<file path="src/rtl/sobel_pkg.sv">
// Shared types and constants for the Sobel front-end window generator.
package sobel_pkg;

    localparam int unsigned PIX_W     = 8;
    localparam int unsigned IMG_W_DEF = 100;
    localparam int unsigned IMG_H_DEF = 100;
    localparam int unsigned WIN_W     = 9 * PIX_W;

    typedef enum logic [1:0] {
        StIdle,
        StFill,
        StRun,
        StDone
    } state_e;

endpackage

</file>
<file path="src/rtl/line_buffer.sv">
// One image line of pixel storage: combinational read, synchronous write, single address.
module line_buffer #(
    parameter int unsigned Depth = 100,
    parameter int unsigned Width = 8,
    parameter int unsigned AddrW = $clog2(Depth)
) (
    input  logic             clk_i,
    input  logic             we_i,
    input  logic [AddrW-1:0] addr_i,
    input  logic [Width-1:0] wdata_i,
    output logic [Width-1:0] rdata_o
);

    logic [Width-1:0] mem_q [Depth];

    // Contents are never reset; every slot is rewritten during FILL before use.
    always_ff @(posedge clk_i) begin
        if (we_i) begin
            mem_q[addr_i] <= wdata_i;
        end
    end

    assign rdata_o = mem_q[addr_i];

endmodule

</file>
<file path="src/rtl/sobel_window_gen.sv">
// Turns a raster pixel stream into packed 3x3 windows, one per interior pixel.
module sobel_window_gen #(
    parameter int unsigned IMG_W = sobel_pkg::IMG_W_DEF,
    parameter int unsigned IMG_H = sobel_pkg::IMG_H_DEF,
    parameter int unsigned PIX_W = sobel_pkg::PIX_W
) (
    input  logic               clk_i,
    input  logic               rst_i,
    input  logic               start_i,
    input  logic               in_valid_i,
    output logic               in_ready_o,
    input  logic [PIX_W-1:0]   pix_in_i,
    output logic [9*PIX_W-1:0] win_out_o,
    output logic               win_valid_o,
    output logic               frame_done_o
);

    import sobel_pkg::*;

    localparam int unsigned CW = $clog2(IMG_W);
    localparam int unsigned RW = $clog2(IMG_H);

    state_e state_q, state_d;

    logic [CW-1:0] col_q, col_d;
    logic [RW-1:0] row_q, row_d;

    // Each row register is ordered c0..c2 so packing puts c0 in the MSBs.
    logic [0:2][PIX_W-1:0] r1_q, r1_d, r2_q, r2_d, r3_q, r3_d;
    logic [9*PIX_W-1:0]    win_q, win_d;
    logic                  win_valid_q, win_valid_d;

    logic [PIX_W-1:0] lb1_rd, lb2_rd;
    logic             accept, col_last, row_last, emit;

    assign accept   = in_valid_i && in_ready_o;
    assign col_last = (col_q == CW'(IMG_W - 1));
    assign row_last = (row_q == RW'(IMG_H - 1));
    assign emit     = accept && (row_q >= RW'(2)) && (col_q >= CW'(2));

    line_buffer #(
        .Depth (IMG_W),
        .Width (PIX_W),
        .AddrW (CW)
    ) u_lb1 (
        .clk_i   (clk_i),
        .we_i    (accept),
        .addr_i  (col_q),
        .wdata_i (pix_in_i),
        .rdata_o (lb1_rd)
    );

    line_buffer #(
        .Depth (IMG_W),
        .Width (PIX_W),
        .AddrW (CW)
    ) u_lb2 (
        .clk_i   (clk_i),
        .we_i    (accept),
        .addr_i  (col_q),
        .wdata_i (lb1_rd),
        .rdata_o (lb2_rd)
    );

    always_ff @(posedge clk_i or posedge rst_i) begin
        if (rst_i) begin
            state_q <= StIdle;
        end else begin
            state_q <= state_d;
        end
    end

    always_comb begin
        state_d = state_q;
        unique case (state_q)
            StIdle: if (start_i) state_d = StFill;
            StFill: if (accept && col_last && (row_q == RW'(1))) state_d = StRun;
            StRun:  if (accept && col_last && row_last) state_d = StDone;
            StDone: state_d = StIdle;
            default: state_d = StIdle;
        endcase
    end

    always_comb begin
        in_ready_o   = (state_q == StFill) || (state_q == StRun);
        frame_done_o = (state_q == StDone);
    end

    always_comb begin
        col_d       = col_q;
        row_d       = row_q;
        r1_d        = r1_q;
        r2_d        = r2_q;
        r3_d        = r3_q;
        win_d       = win_q;
        win_valid_d = emit;
        if (state_q == StIdle && start_i) begin
            col_d = '0;
            row_d = '0;
        end else if (accept) begin
            r1_d = {r1_q[1], r1_q[2], lb2_rd};
            r2_d = {r2_q[1], r2_q[2], lb1_rd};
            r3_d = {r3_q[1], r3_q[2], pix_in_i};
            if (col_last) begin
                col_d = '0;
                row_d = row_last ? '0 : row_q + RW'(1);
            end else begin
                col_d = col_q + CW'(1);
            end
            // Output bus only moves with a valid window, so it holds between pulses.
            if (emit) begin
                win_d = {r1_d, r2_d, r3_d};
            end
        end
    end

    always_ff @(posedge clk_i or posedge rst_i) begin
        if (rst_i) begin
            col_q       <= '0;
            row_q       <= '0;
            r1_q        <= '0;
            r2_q        <= '0;
            r3_q        <= '0;
            win_q       <= '0;
            win_valid_q <= 1'b0;
        end else begin
            col_q       <= col_d;
            row_q       <= row_d;
            r1_q        <= r1_d;
            r2_q        <= r2_d;
            r3_q        <= r3_d;
            win_q       <= win_d;
            win_valid_q <= win_valid_d;
        end
    end

    assign win_out_o   = win_q;
    assign win_valid_o = win_valid_q;

endmodule

</file>
<file path="config.mk">
export PLATFORM = sky130hd
export DESIGN_NAME = sobel_window_gen
export DESIGN_NICKNAME = d
export VERILOG_FILES = /design/src/rtl/sobel_pkg.sv /design/src/rtl/line_buffer.sv /design/src/rtl/sobel_window_gen.sv
export SDC_FILE = /design/constraint.sdc
export NUM_CORES = 2
export LEC_CHECK = 0
export BUFFER_PORTS_ARGS = -buffer_cell sky130_fd_sc_hd__clkbuf_2
export CORE_UTILIZATION = 57
export CTS_CLUSTER_DIAMETER = 150
export DETAILED_ROUTE_END_ITERATION = 8
export PLACE_DENSITY = 0.76
export SLEW_MARGIN = 20
export SYNTH_ARGS = -nofsm -noshare
export SYNTH_HDL_FRONTEND = slang
export SYNTH_SLANG_ARGS = --single-unit
</file>
<file path="constraint.sdc">
create_clock -name clk_i -period 3.6 [get_ports clk_i]
set_input_delay 0.18 -clock clk_i [delete_from_list [all_inputs] [get_ports clk_i]]
set_output_delay 0.18 -clock clk_i [all_outputs]
set_load 0.05 [all_outputs]
</file>
==> results.md <==
- CTS Buffer Depth: 3
- IO Pins: 87
- Clock power frac: 29.4%
- Crit path capture type: register
- First-pass GRT wire length: 240800 um
- Logic pwr share: 24.9%
- P_leak: 27.35 nW
- Crit path DAT: 4.03 ns
- Post-Route Utilization: 65.99%
- Netlist cell types: 50
- Fin crit share: 99.30%
- Worst hold path class: in -> reg
- WP data required: 4.06 ns
- Synth area leader: edfxtp_1
- Initial cell density of the core: 57.85%
- Largest net degree at the start of global routing: 138
- Crit path max fanout: 28
- Max cap viols: 0
- Share of cells above drive strength 1: 18.77%
- Switch share: 30.59%
- Most common cell after layout, fill and taps aside: edfxtp_1
- Routed Antenna Nets: 0
- All-Layer GR Usage: 27.30%
- Maximum VDD drop: 811.4 uV
- Setup Viol. Count Final: 0
- RSZ-0062 raised after global routing: false
- Total grt overflow: 0
- Hpwl dp: 97350 um
- Post-layout nets: 4194
- Cell area after synthesis: 67590 um2
- CORE AREA: 116800 um2
- Initial DRC count: 4681
- Sequential area share after synthesis: 76.16%
- Max-slew violations: 0
- Routed wire length: 165500 um
- Die Wd: 346.4 um
- Port bufs: 86
- Vias per cell: 6.421
- Post-synth top area share: 71.09%
- Mean routed wirelength per cell: 28.45 um
- Tightest hold margin: 0.04591 ns
- GP Congestion: 0.8867
- CTS tree: done
- Placement Rows: 125
- Area growth from synthesis to layout: 14.07%
- Status: completed
- Synth top area cells: edfxtp_1 71%, mux2i_1 12%, dfrtp_1 5.1%
- Remaining DRCs: 0
- CTS clk-pin slew, worst paths: 0.06 ns
- CTS Sinks: 1737
- Vias in the first global route: 36340
- Syn avg cell area: 17.75 um2
- Post-synth ARST share: 7.887%
- Most frequent cells in the layout: 1600 x edfxtp_1, 785 x mux2i_1, 384 x o22ai_1, 293 x buf_4, 172 x clkbuf_16
- Number of synthesized register bits: 1737
- Via Count: 37350
- Critical path class: reg -> reg
- Worst-Skew Late Latency: 0.78 ns
- Leading register cell type out of synthesis: edfxtp_1
- Antenna Cells: 0
- Number of enable flip-flop cells after synthesis: 1600
- Synthesized net count: 3829
- Peak Freq: 0.2797 GHz
- Final Hold Fails: 0
- Warnings, synthesis: 0
- Flop pwr share: 45.7%
- H-tree levels: 4
- Clock buffer count from CTS: 165
- Tot Pwr: 56.36 mW
- Final Critical Period: 3.575 ns
- Layout Skew: 0.04484 ns
- DR pass1 iterations: 8
- Post-Synthesis Cells: 3808
- Internal power: 39.12 mW
- Die area: 120000 um2
- Tightest Pin Transition: 1.101 ns
- Initial antenna violation count: 4
- Die Ht: 346.4 um
- PwrDens: 731.1 nW/um2
- Max transition margin: 26.58%
- CTS root buffer: clkbuf_16
- P_sw: 17.24 mW
- Critical Path Start Type: register
state kept, by name (all words and copies together) (netlist names):
signal / flops
col_q: 7
row_q: 7
r2_q: 16
u_lb1.mem_q: 800
r1_q: 16
state_q: 2
win_out_o: 72
u_lb2.mem_q: 800
r3_q: 16
win_valid_o: 1
area by class of cell:
type | instances | area, um2
Inverter | 32 | 133.9
Fill cell | 7449 | 39740
Clock buffer | 214 | 4486
Sequential cell | 1737 | 51480
Multi-Input combinational cell | 1803 | 14660
Tap cell | 1524 | 1907
Clock inverter | 73 | 633.1
Timing Repair Buffer | 434 | 3799
cell usage after synthesis (10+ instances only):
| cell | number |
|---|---|
| mux2i_1 | 785 |
| a41oi_1 | 48 |
| mux2_2 | 84 |
| buf_4 | 17 |
| o22ai_1 | 384 |
| buf_6 | 40 |
| o21ai_1 | 38 |
| edfxtp_1 | 1600 |
| buf_1 | 10 |
| dfrtp_1 | 137 |
| and3_1 | 16 |
| nor4_2 | 16 |
| a21oi_1 | 24 |
| buf_2 | 123 |
| inv_1 | 32 |
| clkbuf_1 | 44 |
| nor2_1 | 135 |
| o21ai_0 | 163 |
| mux4_2 | 16 |
| nand2_1 | 25 |
power by group through the flow:
stage               Combinational [mW]  Clock, mW  Sequential [mW]
floorplan                         7.29          0             26.3
global placement                  13.3          0             26.2
detailed placement                13.6          0             26.2
CTS                               13.8       16.7             25.8
global route                      14.6       17.5             25.8
finish                            14.0       16.6             25.8
worst max-delay path: stages (launching register included):
cell      delay [ns]
dfrtp_4         0.46
buf_12          0.13
buf_12          0.22
buf_4           0.28
buf_4           0.19
mux2i_1         0.23
o22ai_1         0.11
o21ai_0         0.45
a41oi_2         0.32
nor4_2          0.34
clkinv_2        0.20
buf_4           0.27
per-stage QoR:
stage / std cells / cell area [um2] / TNS [ns] / setup slack, ns
final: 5817 / 77100 / 0 / 0.02519
after global routing: 5817 / 77100 / 0 / 0.002245
after CTS: 5808 / 76970 / 0 / 0.01177
after detailed placement: 5516 / 71780 / -16.45 / -0.09962
after global placement: 5516 / 71780 / -7.913 / -0.08767
after floorplan: 3808 / 67590 / 0 / 0.3788
kinds of logic after synthesis:
logic type	share of synthesized area, %
XOR/XNOR	0.01296
flip-flops	76.16
buffers and inverters	2.277
AO/OA/AOI/OAI	5.992
AND/OR/NAND/NOR	1.746
adder cells (fa/ha/maj)	0.1666
multiplexers	13.65
path summary, 6_finish.rpt:
check / start / to / slack, ns / depth (start not counted)
hold reg to reg: r3_q[14]$_DFFE_PP0P_ / win_out_o[22]$_DFFE_PP0P_ / 0.49 / 1
setup reg to reg: col_q[0]$_DFFE_PP0P_ / u_lb2.mem_q[18][7]$_DFFE_PP_ / 0.03 / 11
hold / removal: pix_in_i[7] / u_lb1.mem_q[85][7]$_DFFE_PP_ / 0.05 / 1
min in group asynchronous: rst_i / win_out_o[2]$_DFFE_PP0P_ / 0.16 / 4
setup / recovery: col_q[0]$_DFFE_PP0P_ / u_lb2.mem_q[18][7]$_DFFE_PP_ / 0.03 / 11
max in group asynchronous: rst_i / col_q[0]$_DFFE_PP0P_ / 2.82 / 4
per-layer routing:
metal	vias to the layer above	GRT usage (%)	part of all wire (%)	wire (um)
met5	-	0	0	0
met4	0	11.27	4.0	6592
met3	342	5.130	9.3	15400
met2	2037	43.27	48	79720
met1	19040	37.47	39	63780
li1	15930	-	-	-
repair_timing:
item | CTS | global route
hold endpoints to repair | 212 | 36
pin swaps | 0 | 0
hold buffers | 5 | 1
setup buffers | 0 | 7
endpoints found under the setup margin | 332 | 539
gates resized for setup | 9 | 1
Note: power is estimated with default switching activity, not from simulation.
